[src/rtl/hack_vga_pkg.sv]
// Shared types and default widths for the Hack screen RAM arbiter.
package hack_vga_pkg;
  localparam int ADDR_W_DEF = 13;
  localparam int DATA_W_DEF = 16;
  localparam int CNT_W_DEF  = 16;

  typedef enum logic [1:0] {
    GNT_NONE   = 2'd0,
    GNT_VGA    = 2'd1,
    GNT_WBUF   = 2'd2,
    GNT_CPU_RD = 2'd3
  } grant_t;
endpackage

[src/rtl/hack_screen_wbuf.sv]
// One-entry posted write buffer; a load on the draining edge refills it.
module hack_screen_wbuf
  import hack_vga_pkg::*;
#(
  parameter int ADDR_WIDTH = ADDR_W_DEF,
  parameter int DATA_WIDTH = DATA_W_DEF
) (
  input  logic                  clk,
  input  logic                  rst_n,
  input  logic                  load,
  input  logic                  drain,
  input  logic [ADDR_WIDTH-1:0] load_addr,
  input  logic [DATA_WIDTH-1:0] load_data,
  output logic                  valid,
  output logic [ADDR_WIDTH-1:0] addr,
  output logic [DATA_WIDTH-1:0] data
);
  always_ff @(posedge clk) begin
    if (!rst_n) begin
      valid <= 1'b0;
      addr  <= '0;
      data  <= '0;
    end else if (load) begin
      valid <= 1'b1;
      addr  <= load_addr;
      data  <= load_data;
    end else if (drain) begin
      valid <= 1'b0;
    end
  end
endmodule

[src/rtl/hack_screen_arbiter.sv]
// Screen RAM port arbiter: VGA fixed priority, posted CPU writes, stalled CPU reads.
module hack_screen_arbiter
  import hack_vga_pkg::*;
#(
  parameter int ADDR_WIDTH = ADDR_W_DEF,
  parameter int DATA_WIDTH = DATA_W_DEF,
  parameter int CNT_WIDTH  = CNT_W_DEF
) (
  input  logic                  clk,
  input  logic                  rst_n,
  input  logic                  vga_req,
  input  logic [ADDR_WIDTH-1:0] vga_addr,
  output logic                  vga_rvalid,
  output logic [DATA_WIDTH-1:0] vga_rdata,
  input  logic                  cpu_req,
  input  logic                  cpu_we,
  input  logic [ADDR_WIDTH-1:0] cpu_addr,
  input  logic [DATA_WIDTH-1:0] cpu_wdata,
  output logic                  cpu_ready,
  output logic                  cpu_rvalid,
  output logic [DATA_WIDTH-1:0] cpu_rdata,
  output logic                  ram_en,
  output logic                  ram_we,
  output logic [ADDR_WIDTH-1:0] ram_addr,
  output logic [DATA_WIDTH-1:0] ram_wdata,
  input  logic [DATA_WIDTH-1:0] ram_rdata,
  output logic [CNT_WIDTH-1:0]  stall_cnt
);
  grant_t                  grant, gnt_q;
  logic                    wbuf_valid, wr_acc;
  logic [ADDR_WIDTH-1:0]   wbuf_addr;
  logic [DATA_WIDTH-1:0]   wbuf_data;

  // Grant is forced idle while in reset so every output reads zero.
  always_comb begin
    grant = GNT_NONE;
    if (rst_n) begin
      if (vga_req)                grant = GNT_VGA;
      else if (wbuf_valid)        grant = GNT_WBUF;
      else if (cpu_req && !cpu_we) grant = GNT_CPU_RD;
    end
  end

  assign wr_acc    = rst_n & cpu_req & cpu_we & (!wbuf_valid | (grant == GNT_WBUF));
  assign cpu_ready = wr_acc | (grant == GNT_CPU_RD);

  hack_screen_wbuf #(
    .ADDR_WIDTH(ADDR_WIDTH),
    .DATA_WIDTH(DATA_WIDTH)
  ) u_wbuf (
    .clk      (clk),
    .rst_n    (rst_n),
    .load     (wr_acc),
    .drain    (grant == GNT_WBUF),
    .load_addr(cpu_addr),
    .load_data(cpu_wdata),
    .valid    (wbuf_valid),
    .addr     (wbuf_addr),
    .data     (wbuf_data)
  );

  always_comb begin
    ram_en    = 1'b0;
    ram_we    = 1'b0;
    ram_addr  = '0;
    ram_wdata = '0;
    case (grant)
      GNT_VGA: begin
        ram_en   = 1'b1;
        ram_addr = vga_addr;
      end
      GNT_WBUF: begin
        ram_en    = 1'b1;
        ram_we    = 1'b1;
        ram_addr  = wbuf_addr;
        ram_wdata = wbuf_data;
      end
      GNT_CPU_RD: begin
        ram_en   = 1'b1;
        ram_addr = cpu_addr;
      end
      default: ;
    endcase
  end

  always_ff @(posedge clk) begin
    if (!rst_n) gnt_q <= GNT_NONE;
    else        gnt_q <= grant;
  end

  // Read data is shared with ram_rdata but held at zero outside its valid cycle.
  assign vga_rvalid = rst_n & (gnt_q == GNT_VGA);
  assign cpu_rvalid = rst_n & (gnt_q == GNT_CPU_RD);
  assign vga_rdata  = vga_rvalid ? ram_rdata : '0;
  assign cpu_rdata  = cpu_rvalid ? ram_rdata : '0;

  always_ff @(posedge clk) begin
    if (!rst_n)
      stall_cnt <= '0;
    else if (cpu_req && !cpu_ready && (stall_cnt != {CNT_WIDTH{1'b1}}))
      stall_cnt <= stall_cnt + CNT_WIDTH'(1);
  end
endmodule
[config.mk]
export PLATFORM = sky130hd
export DESIGN_NAME = hack_screen_arbiter
export DESIGN_NICKNAME = d
export VERILOG_FILES = /design/src/rtl/hack_vga_pkg.sv /design/src/rtl/hack_screen_wbuf.sv /design/src/rtl/hack_screen_arbiter.sv
export SDC_FILE = /design/constraint.sdc
export NUM_CORES = 1
export LEC_CHECK = 0
export CAP_MARGIN = 0
export CORE_ASPECT_RATIO = 1.4
export CORE_MARGIN = 4
export CORE_UTILIZATION = 40
export DETAILED_ROUTE_END_ITERATION = 7
export HOLD_SLACK_MARGIN = 0.1
export PLACE_DENSITY = 0.81
export SLEW_MARGIN = 0
export SYNTH_ARGS = -nofsm -noshare
export SYNTH_HDL_FRONTEND = slang
export SYNTH_SLANG_ARGS = --single-unit
export TNS_END_PERCENT = 50
[constraint.sdc]
create_clock -name clk -period 2.4 [get_ports clk]
set_input_delay 0.48 -clock clk [delete_from_list [all_inputs] [get_ports clk]]
set_output_delay 0.48 -clock clk [all_outputs]
set_load 0.02 [all_outputs]
== After elaboration in Yosys (flattened, before gate mapping) ==
Cells that the tools add are included.

* Register bits after elaboration: 48
* Word-level logic and storage cells: 39
* Output and inout bits: 82
* Bits of input ports: 63

* Equal/unequal tests: 6
* Multiplexer cells: 12
* Bitwise gates (word level): 7
* Reduce and logical (&&, ||, !) cells: 8
* Add/sub/neg operators: 1

{| class="wikitable"
|+ Operators by type and width
! kind !! count
|-
| 16-bit 2-to-1 mux || 3
|-
| 13-bit case mux with 3 select lines || 1
|-
| 16-bit by 1-bit adder with 16-bit output (second input constant) || 1
|-
| 16-bit inequality test (second input constant) || 1
|-
| 2-bit 2-to-1 mux || 4
|-
| 2-bit equality test (second input constant) || 3
|-
| 1-bit bitwise AND || 5
|-
| 2-bit by 1-bit equality test with 1-bit output (second input constant) || 2
|-
| 1-bit 2-to-1 mux || 4
|-
| 1-bit logical AND || 3
|-
| 1-bit zero test || 3
|-
| 3-bit OR reduction || 1
|-
| 1-bit OR || 2
|-
| 2-bit nonzero test || 1
|}

== Longest topological paths before layout ==
* Word-level depth: 13
* Mapped depth: 7
* Mapped depth without buffers: 5

== Modules after synthesis ==
A second synthesis with hierarchy kept.

* Cell total of the unflattened synthesis: 309
* Area total of the unflattened synthesis: 2732.6 sq um

{| class="wikitable"
|+ By module, submodules not included
! module !! cells an instance !! sequential area each (sq um) !! instances !! area an instance (sq um)
|-
| hack_screen_arbiter || 212 || 360.3 || 1 || 1564.0
|-
| hack_screen_wbuf || 97 || 600.6 || 1 || 1168.6
|}

== Worst setup path before layout ==
Ideal clock, no wire load.

* Kind: input port to output port
* Start point: in vga_req
* End point: out ram_addr[0]
* Stages: 6
* Setup slack: 0.212 ns
* Data required time: 1.920 ns
* Data arrival time: 1.708 ns
* Buffers on the path: 2
* Cells stage by stage: buf_4 > and2b_4 > and2_4 > buf_2 > a222oi_1 > nor2_1

* Cells in the longest elaborated chain, start to end: 4
* Elaborated cells between the ends (all ways): 6
* Classes of those cells: eq/ne: 3; mux: 3

{| class="wikitable"
|+ Ends and longest elaborated chain
! element !! line !! source
|-
| start: declaration || hack_screen_arbiter.sv:11 || <nowiki>input logic vga_req,</nowiki>
|-
| 2-bit 2-to-1 mux (*) || hack_screen_arbiter.sv:38 || <nowiki>if (vga_req) grant = GNT_VGA;</nowiki>
|-
| 2-bit 2-to-1 mux (*) || hack_screen_arbiter.sv:37 || <nowiki>if (rst_n) begin</nowiki>
|-
| 2-bit equality test or 2-bit by 1-bit equality test with 1-bit output (tied branches) || hack_screen_arbiter.sv:67 || <nowiki>case (grant)</nowiki>
|-
| 13-bit case mux with 3 select lines (*) || hack_screen_arbiter.sv:67 ||
|-
| end: declaration || hack_screen_arbiter.sv:24 || <nowiki>output logic [ADDR_WIDTH-1:0] ram_addr,</nowiki>
|}

Mark *: on every way between the ends. The rest lies on a longest branch, timed or not.

== Worst setup path in the final report ==
* Start point: in rst_n
* End point: out ram_addr[12]

* Cells in the longest elaborated chain, start to end: 3
* Elaborated cells between the ends (all ways): 5
* Classes of those cells: eq/ne: 3; mux: 2

{| class="wikitable"
|+ Ends and longest elaborated chain
! element !! line !! source
|-
| start: declaration || hack_screen_arbiter.sv:10 || <nowiki>input logic rst_n,</nowiki>
|-
| 2-bit 2-to-1 mux (*) || hack_screen_arbiter.sv:37 ||
|-
| 2-bit equality test or 2-bit by 1-bit equality test with 1-bit output (tied branches) || hack_screen_arbiter.sv:67 ||
|-
| 13-bit case mux with 3 select lines (*) || hack_screen_arbiter.sv:67 ||
|}

Marked as above.

==> impl_results.md <==
- Vias in the first global route: 2986
- WS Path Type: in -> out
- R2r startpoint: stall_cnt[0]
- Clk root buf: clkbuf_8
- Final ANT Viol Nets: 0
- Worst Setup Start Kind: primary input
- Hold-fix buffers, CTS: 0
- Synth top area cells: dfxtp_1, nand2_1, and2_1
- I/O Buffers: 144
- CP endpoint kind: output pin
- Synth Flop Type: dfxtp_1
- Layout cells sized above 1: 12.9%
- CTS Sinks: 48
- DR vias: 3098
- RR Endpoint: stall_cnt[5]
- CTS Buf Count: 5
- Synth Register Bits: 48
- Clk_skew: 0.00872 ns
- Worst slew pin tran: 0.509 ns
- Yosys Warn Count: 0
- First-iteration detailed-routing DRC count: approximately 150
- CTS Buffer Depth: 2
- WL/cell: 14.8 um
- Leak: just under 2 nW
- Largest net degree at the start of global routing: 41
- Crit path max fanout: 12
- Max-Cap Viols: 0
- Place WS: -0.501 ns
- Routability cong.: around 0.90
- Most instantiated cells after synthesis: nand2_1, dfxtp_1, a21oi_1, and2_1, nor2_1
- Worst vdd ir: 0.302 mV
- Initial cell density of the core: between 40 and 50%
- Skew-Pair Late Insertion Delay: 0.31 ns
- Die H: ~110 um
- Hold Crit Depth: 2
- DP HPWL: 6790 um
- EDFF count, synth: 0
- Critical Path RT: about 1.9 ns
- Synthesized area per cell: 7.81 um2
- Vias per inst: 5.20
- Ports: 145
- Die span in x: 78.0 um
- Final period utilization: 98.4%
- Worst-path clk slew: 0.10 ns
- Count of final setup violators: 0
- Ys async rst share: 0%
- Most frequent cell after synthesis: nand2_1
- Top-area cell type share of the netlist area: between 30% and 40%
- Layout area overhead: 60.1%
- Post-synthesis sequential area ratio: 35.0%
- Row count: 35
- Diode count: 0
- Antenna violations before repair: 0
- Drt first pass iters: 4
- Syn_nets: 415
- Core area: roughly 6600 um2
- Worst slew margin: roughly 66%
- Hold Fails Final Rpt: 0
- DP Cell Count: 586
- Fill cells: 586
- Fin. max-slew vios: 0
- CTS tree: built
- RSZ-0062 raised after global routing: yes
- Outcome: completed
- Fin util: 66.4%
- Synth cell types: 49
- Worst hold path class: reg -> reg
- Post-Route WL: between 8000 and 9000 um
- Worst Hold End: u_wbuf.data[10]
- Min-delay src: u_wbuf.data[10]
- Power per cell area: 386 nW/um2
- Grt ovf: 0
- Critical Path AT: between 1.5 and 2 ns
- Largest area contributor in the netlist: dfxtp_1
- R2R Setup Slk: 0.55 ns
- Final net count: 567
- Post-route DRC violation count: 0
- Overall Global Routing Usage: between 20% and 30%
- Worst setup margin: 0.0384 ns
- R2R depth: 6
- Syn Std Cell Area: around 2700 um2
- Cells after synthesis: 351
- First-pass GRT wire length: ~14000 um
- Die Area: 8260 um2
- Fin cells: 596
- WHS: about 0.46 ns
- Fin crit period: 2.36 ns
- Fmax: approximately 420 MHz
- Max H-tree Level: 2
## layout make-up
class / instances / area [um2] / share of cell area, %
multi-input cells: 272 / 1660 / 37.7
repair buffers: 170 / 1550 / 35.2
flip-flops and latches: 48 / 961 / 21.9
well taps: 92 / 115 / 2.62
clock buffers: 5 / 68.8 / 1.57
inverters: 6 / 22.5 / 0.513
clock inverters: 3 / 21.3 / 0.484
## kinds of logic after synthesis
group	share of synthesized area, %
AND/OR/NAND/NOR	37.8
AO/OA/AOI/OAI	18.0
flip-flops	35.0
buffers and inverters	5.06
multiplexers	3.65
adder cells (fa/ha/maj)	0.456
## placed cells by master (no fill, tap or decap), types with 4 or more instances in the layout
cell and n:
and2_1 32, nand3_1 5, clkbuf_2 8, a21oi_1 35
clkdlybuf4s50_1 75, nand2b_1 11, buf_4 23, dlygate4sd2_1 54
clkbuf_8 5, nand2_1 82, a222oi_1 10, dfxtp_1 48
nand4_1 4, inv_1 6, and3_1 17, nor2_1 19
mux2i_1 10
## flip-flops by register name, summed over array words and instances (netlist names)
name,count
u_wbuf.data,16
u_wbuf.valid,1
u_wbuf.addr,13
gnt_q,2
stall_cnt,16
## per-layer routing
metal | share of wire, % | vias to the layer above | global-route usage [%]
met1 | 38 | 1464 | 23.6
li1 | - | 1535 | -
met2 | 55 | 90 | 38.1
met4 | 1.0 | 0 | 5.75
met3 | 5.9 | 9 | 5.00
met5 | 0 | - | 0
## worst max-delay path: stages
cell,delay (ns)
dlygate4sd2_1,0.29
and2b_4,0.20
and2_4,0.20
buf_4,0.15
a32oi_1,0.19
nand2_1,0.08
clkdlybuf4s15_1,0.29
## report_power, final
part / switching, W / leakage [nW] / internal, W
Sequential: 0.0000161 / 0.390 / 0.000818
Clock: 0.000289 / 0.0445 / 0.000207
Combinational: 0.000175 / 1.51 / 0.000189
## through the flow
stage	power [W]	setup TNS (ns)	instance area (um2)
after floorplan	0.00101	0	2740
after global placement	0.00123	-22.74	4390
after detailed placement	0.00124	-23.01	4390
after CTS	0.00171	0	4430
after global routing	0.00178	-0.0322	4390
final	0.00169	0	4390
## timing repair
action	in CTS	in global routing
cloned	0	0
endpoints found under the setup margin	66	14
pin swaps	1	1
resized for setup	82	17
setup buffers	2	0
## worst max-delay path by stage
stage | startpoint | end | slack [ns] | cells past startpoint
finish | rst_n | ram_addr[12] | 0.04 | 7
global route | rst_n | ram_addr[12] | -0.02 | 7
CTS | vga_req | ram_addr[3] | 0.003 | 7
detailed placement | rst_n | ram_addr[7] | -0.50 | 7
global placement | rst_n | ram_addr[1] | -0.49 | 7
floorplan | vga_req | ram_addr[0] | 0.21 | 6
Power figures use the tool's default switching activity.
